[src/rtl/cluster_ar_arbiter.sv]
// Round-robin AR arbiter for Ara clusters sharing one AXI read port,
// with in-order R routing via a FIFO of granted cluster ids.
//
// Ports:
//   clk_i, rst_i        clock, synchronous active-high reset
//   slv_ar_*            per-cluster AR requests (valid/ready/addr/len)
//   mst_ar_*            single AR channel towards the system
//   mst_r_*             single R channel from the system
//   slv_r_*             per-cluster R valid/ready, broadcast data/last
//   stall_cnt_o         cycles lost to a full order FIFO
//
// Build option: define ARA_AR_ARB_PERF_EN to instantiate the stall
// counter; otherwise stall_cnt_o is tied to zero.
module cluster_ar_arbiter #(
  parameter int unsigned NrClusters     = 4,
  parameter int unsigned AddrWidth      = 64,
  parameter int unsigned DataWidth      = 64,
  parameter int unsigned MaxOutstanding = 8
) (
  input  logic                             clk_i,
  input  logic                             rst_i,
  input  logic [NrClusters-1:0]            slv_ar_valid_i,
  output logic [NrClusters-1:0]            slv_ar_ready_o,
  input  logic [NrClusters*AddrWidth-1:0]  slv_ar_addr_i,
  input  logic [NrClusters*8-1:0]          slv_ar_len_i,
  output logic                             mst_ar_valid_o,
  input  logic                             mst_ar_ready_i,
  output logic [AddrWidth-1:0]             mst_ar_addr_o,
  output logic [7:0]                       mst_ar_len_o,
  input  logic                             mst_r_valid_i,
  output logic                             mst_r_ready_o,
  input  logic [DataWidth-1:0]             mst_r_data_i,
  input  logic                             mst_r_last_i,
  output logic [NrClusters-1:0]            slv_r_valid_o,
  input  logic [NrClusters-1:0]            slv_r_ready_i,
  output logic [DataWidth-1:0]             slv_r_data_o,
  output logic                             slv_r_last_o,
  output logic [31:0]                      stall_cnt_o
);

  localparam int unsigned IdxW = $clog2(NrClusters);
  localparam int unsigned PtrW = $clog2(MaxOutstanding) + 1;
  localparam int unsigned AW   = PtrW - 1;

  typedef enum logic {
    IDLE,
    LOCKED
  } state_e;

  state_e state_q, state_d;

  logic [IdxW-1:0] rr_q, rr_d;
  logic [IdxW-1:0] lock_q, lock_d;
  logic [IdxW-1:0] rr_win;
  logic [IdxW-1:0] win;
  logic            rr_found;
  logic            ar_hs;

  logic [PtrW-1:0] wr_q, rd_q;
  logic [IdxW-1:0] fifo_q [MaxOutstanding];
  logic [IdxW-1:0] head;
  logic            full, empty;
  logic            push, pop;

  // Wrap bit differs and index bits match: the FIFO has lapped.
  assign empty = (wr_q == rd_q);
  assign full  = (wr_q[PtrW-1] != rd_q[PtrW-1]) &&
                 (wr_q[AW-1:0] == rd_q[AW-1:0]);

  // Round-robin search starting at rr_q, wrapping at NrClusters.
  always_comb begin
    logic [IdxW:0] cand;
    rr_win   = rr_q;
    rr_found = 1'b0;
    cand     = '0;
    for (int i = 0; i < NrClusters; i++) begin
      cand = {1'b0, rr_q} + (IdxW+1)'(i);
      if (cand >= (IdxW+1)'(NrClusters)) begin
        cand = cand - (IdxW+1)'(NrClusters);
      end
      if (!rr_found && slv_ar_valid_i[cand[IdxW-1:0]]) begin
        rr_found = 1'b1;
        rr_win   = cand[IdxW-1:0];
      end
    end
  end

  always_comb begin
    state_d        = state_q;
    lock_d         = lock_q;
    rr_d           = rr_q;
    win            = rr_win;
    mst_ar_valid_o = 1'b0;
    ar_hs          = 1'b0;

    unique case (state_q)
      IDLE: begin
        win            = rr_win;
        mst_ar_valid_o = rr_found && !full;
      end
      LOCKED: begin
        win            = lock_q;
        mst_ar_valid_o = 1'b1;
      end
      default: ;
    endcase

    if (rst_i) begin
      mst_ar_valid_o = 1'b0;
    end

    ar_hs = mst_ar_valid_o && mst_ar_ready_i;

    // An offered request either completes now or is held
    // against the same cluster until the system accepts it.
    if (mst_ar_valid_o) begin
      if (ar_hs) begin
        state_d = IDLE;
        if (win == IdxW'(NrClusters - 1)) begin
          rr_d = '0;
        end else begin
          rr_d = win + 1'b1;
        end
      end else begin
        state_d = LOCKED;
        lock_d  = win;
      end
    end
  end

  always_comb begin
    slv_ar_ready_o = '0;
    if (mst_ar_valid_o) begin
      slv_ar_ready_o[win] = mst_ar_ready_i;
    end
  end

  assign mst_ar_addr_o = slv_ar_addr_i[win*AddrWidth +: AddrWidth];
  assign mst_ar_len_o  = slv_ar_len_i[win*8 +: 8];

  assign head = fifo_q[rd_q[AW-1:0]];
  assign push = ar_hs;
  assign pop  = !empty && mst_r_valid_i &&
                mst_r_ready_o && mst_r_last_i;

  always_comb begin
    slv_r_valid_o = '0;
    mst_r_ready_o = 1'b0;
    if (!empty) begin
      slv_r_valid_o[head] = mst_r_valid_i;
      mst_r_ready_o       = slv_r_ready_i[head];
    end
  end

  assign slv_r_data_o = mst_r_data_i;
  assign slv_r_last_o = mst_r_last_i;

  always_ff @(posedge clk_i) begin
    if (rst_i) begin
      state_q <= IDLE;
      rr_q    <= '0;
      lock_q  <= '0;
      wr_q    <= '0;
      rd_q    <= '0;
    end else begin
      state_q <= state_d;
      rr_q    <= rr_d;
      lock_q  <= lock_d;
      if (push) begin
        wr_q <= wr_q + 1'b1;
      end
      if (pop) begin
        rd_q <= rd_q + 1'b1;
      end
    end
  end

  // Storage needs no reset: the pointers define validity.
  always_ff @(posedge clk_i) begin
    if (push) begin
      fifo_q[wr_q[AW-1:0]] <= win;
    end
  end

`ifdef ARA_AR_ARB_PERF_EN
  logic [31:0] stall_q;
  logic        stall_hit;

  assign stall_hit = (state_q == IDLE) &&
                     (|slv_ar_valid_i) && full;

  always_ff @(posedge clk_i) begin
    if (rst_i) begin
      stall_q <= '0;
    end else if (stall_hit && (stall_q != '1)) begin
      stall_q <= stall_q + 32'd1;
    end
  end

  assign stall_cnt_o = stall_q;
`else
  assign stall_cnt_o = '0;
`endif

endmodule
[config.mk]
export PLATFORM = sky130hd
export DESIGN_NAME = cluster_ar_arbiter
export DESIGN_NICKNAME = d
export VERILOG_FILES = /design/src/rtl/cluster_ar_arbiter.sv
export SDC_FILE = /design/constraint.sdc
export NUM_CORES = 1
export LEC_CHECK = 0
export ABC_AREA = 1
export CAP_MARGIN = 25
export CORE_AREA = 2 2 209 211
export DETAILED_ROUTE_END_ITERATION = 10
export DIE_AREA = 0 0 211 213
export GPL_ROUTABILITY_DRIVEN = 1
export PLACE_DENSITY = 0.41
export SLEW_MARGIN = 10
export SYNTH_ARGS = -nofsm -noshare
export SYNTH_HDL_FRONTEND = slang
export SYNTH_SLANG_ARGS = --single-unit
[constraint.sdc]
create_clock -name clk_i -period 4.5 [get_ports clk_i]
set_clock_uncertainty 0.05 [all_clocks]
set_input_delay 0.45 -clock clk_i [delete_from_list [all_inputs] [get_ports clk_i]]
set_output_delay 0.45 -clock clk_i [all_outputs]
set_load 0.03 [all_outputs]
==> metrics.txt, run 1 <==
status finished clean; Starting Density 14.3%; I/O Buffers 383; PwrDens 639 mW/mm^2; top-area cell type share of the netlist area 27.3%; Remaining Overflow, GRT 0; fin nets 1717; CTS clock-pin slew for the worst setup and hold paths 0.05 ns; Seq/Total Area, Yosys 13.1%; Required @ worst endpoint 4.00 ns; CP startpoint kind flop; vias in the first global route 7612; sw frac 58.2%; Post-Syn Instances 1084; Logic pwr share 88.1%; Worst Path Max Fanout 43; Clk Latency, worst-skew pair 0.28 ns; Seq pwr share 6.0%; setup violators final 0; antenna-violating nets left 0; Area contributors post-synth nand2_1, nand3_1, buf_4, nand3_2, edfxtp_1; Main synth FF type edfxtp_1; final period utilization 88.6%; slew margin rel. 43.2%; asr flop ratio synth 0%; worst vdd ir 0.000332 V; initial antenna violation count 0; core area 0.0427 mm^2; Post-synth EDFFs 16; first drt pass iteration count 5; multi-input logic area 0.00417 mm^2; Initial DRC Count 351; dpl ws 0.495 ns; Std-Cell Rows 76; clock root cell clkbuf_16; Final Max Tran Viols 0; warning count from the yosys run 0; RePlAce Congestion 0.835; Die Span Y 213 um; vias 7737; Hold Violations, Final 0; diode count 0; largest net degree at the start of global routing 86; TritonCTS clock tree done; setup ws final 0.513 ns; Synth area leader nand2_1; critical setup path kind reg2out; Max-Cap Viols 0; commonest cells in the synthesized netlist nand2_1, nand3_1, buf_4; HP Class reg2reg; Die Width 211 um; hold_buf cts 0; cts repair resizes 0; internal power 2.69 mW; Sequential cell area 801 um^2; Clock Path Buffers 2; Arr. time, crit path 3.49 ns; # clock sinks 32; HPWL Detailed 24700 um; Cell Area, Synth 0.00610 mm^2; top-count cell post-synth nand2_1; Post-CTS Setup Repair Bufs 0; NetSw 3.75 mW; Tightest Pin Transition 0.852 ns; residual DRC count 0; leakage power 4.63 nW; RSZ-0062 raised after global routing false; min Tclk post-route 3.99 ns; endpoint class of the critical path output port; Yosys cell types 32; IO Pins 544; Fillers 4888; syn avg cell area 5.62 um^2; full die area 0.0449 mm^2; final non-filler cell total 1896; Routed WL 31600 um; FMAX 251 MHz; area grow syn2layout 65.4%; Hold WS 0.456 ns; CTS Buf Count 5; # H-tree levels 2; WL/cell 16.7 um; wire length of the first global-routing pass 45900 um; number of vias per cell 4.08; placed insts 1888; Seq cells post-synth 32; Clock power frac 5.9%; ratio of cells with drive above 1 in the final layout 7.41%; GRT Util Overall 13.2%; final setup TNS 0 ns
-- worst max-delay path: stages (launching register included) --
cell and delay, ns:
dfxtp_1 0.49, inv_2 0.17, nand2_1 0.09, nand2_1 0.10, nand2_2 0.09, nand2_4 0.09
nor2_8 0.13, nand4_1 0.16, nand3_4 0.26, buf_12 0.27, buf_4 0.26, nand3_1 0.10
nand2_1 0.08, nand2_1 0.09, nand2_1 0.11, clkdlybuf4s50_1 0.69
-- placed cells by master (no fill, tap or decap), types with 2 or more instances in the layout --
cell and n:
xnor2_1 4, nand2_4 3, nand3_4 2, o21ai_0 10, nor2_1 25, nor3_1 6
nand4_1 4, buf_4 12, nand3_2 51, xor2_1 4, dfxtp_1 16, conb_1 32
nand2_2 4, nand3_1 266, a21oi_1 12, nand2_1 442, buf_12 12, clkbuf_16 5
ha_1 3, clkdlybuf4s50_1 383, edfxtp_1 16, inv_1 23, inv_2 3
-- state kept, by name (all words and copies together), names as in the netlist, named ones only --
register / count
fifo_q: 16
lock_q: 2
rd_q: 4
rr_q: 2
state_q: 1
wr_q: 4
-- metrics by stage --
stage,area [um^2],total power [mW],utilization [%]
floorplan,6210,3.96,-
global placement,9920,6.19,23.2
detailed placement,9920,6.16,23.2
CTS,10100,6.57,23.6
global route,10100,6.97,23.6
finish,10100,6.44,23.6
-- routing by layer --
| metal | up-vias | track usage (%) | routed length (um) |
|---|---|---|---|
| met5 | - | 0 | 0 |
| met4 | 0 | 2.84 | 614 |
| met3 | 41 | 2.59 | 1770 |
| met2 | 264 | 22.3 | 15400 |
| met1 | 3499 | 17.3 | 13900 |
| li1 | 3933 | - | - |
-- cell type report --
cell class,instances,share of cell area [%]
clock inverters,3,0.422
inverters,27,1.00
flip-flops and latches,32,7.94
repair buffers,407,41.3
well taps,546,6.77
clock buffers,5,1.24
multi-input cells,876,41.3
-- cells by family (layout without fill, tap and decap cells) --
kind of cell	Yosys count	after routing	share of synthesized area, %
xor gates and xnor gates	8	8	1.15
and+or+nand+nor	807	807	61.6
buffers and inverters	207	442	21.1
other	1	32	0.0615
DFF	32	32	13.1
AOI/OAI and AO/OA	26	26	2.30
adders and majority gates	3	3	0.616
-- final timing paths --
path | from | endpoint | slack [ns] | depth (start not counted)
hold / removal | rd_q[3] | rd_q[3] | 0.46 | 2
setup reg to reg | rr_q[0] | fifo_q[6][1] | 1.97 | 12
setup / recovery | rr_q[0] | mst_ar_addr_o[43] | 0.51 | 15
hold reg to reg | rd_q[3] | rd_q[3] | 0.46 | 2
-- power groups by stage --
stage | sequential [mW] | combinational (mW) | clock [mW]
finish | 0.384 | 5.67 | 0.382
detailed placement | 0.388 | 5.77 | 0
global placement | 0.390 | 5.80 | 0
floorplan | 0.369 | 3.59 | 0
global route | 0.387 | 6.18 | 0.402
CTS | 0.383 | 5.79 | 0.392
Note: power is estimated with default switching activity, not from simulation.
==> inputs of run 2 (changes only) <==
--- a/config.mk
+++ b/config.mk
@@ -12,6 +12,7 @@
 export DIE_AREA = 0 0 211 213
 export GPL_ROUTABILITY_DRIVEN = 1
 export PLACE_DENSITY = 0.41
+export SKIP_CTS_REPAIR_TIMING = 1
 export SLEW_MARGIN = 10
 export SYNTH_ARGS = -nofsm -noshare
 export SYNTH_HDL_FRONTEND = slang
==> results of run 2 <==
The final DEF is identical to that of run 1; final timing and power are the same.
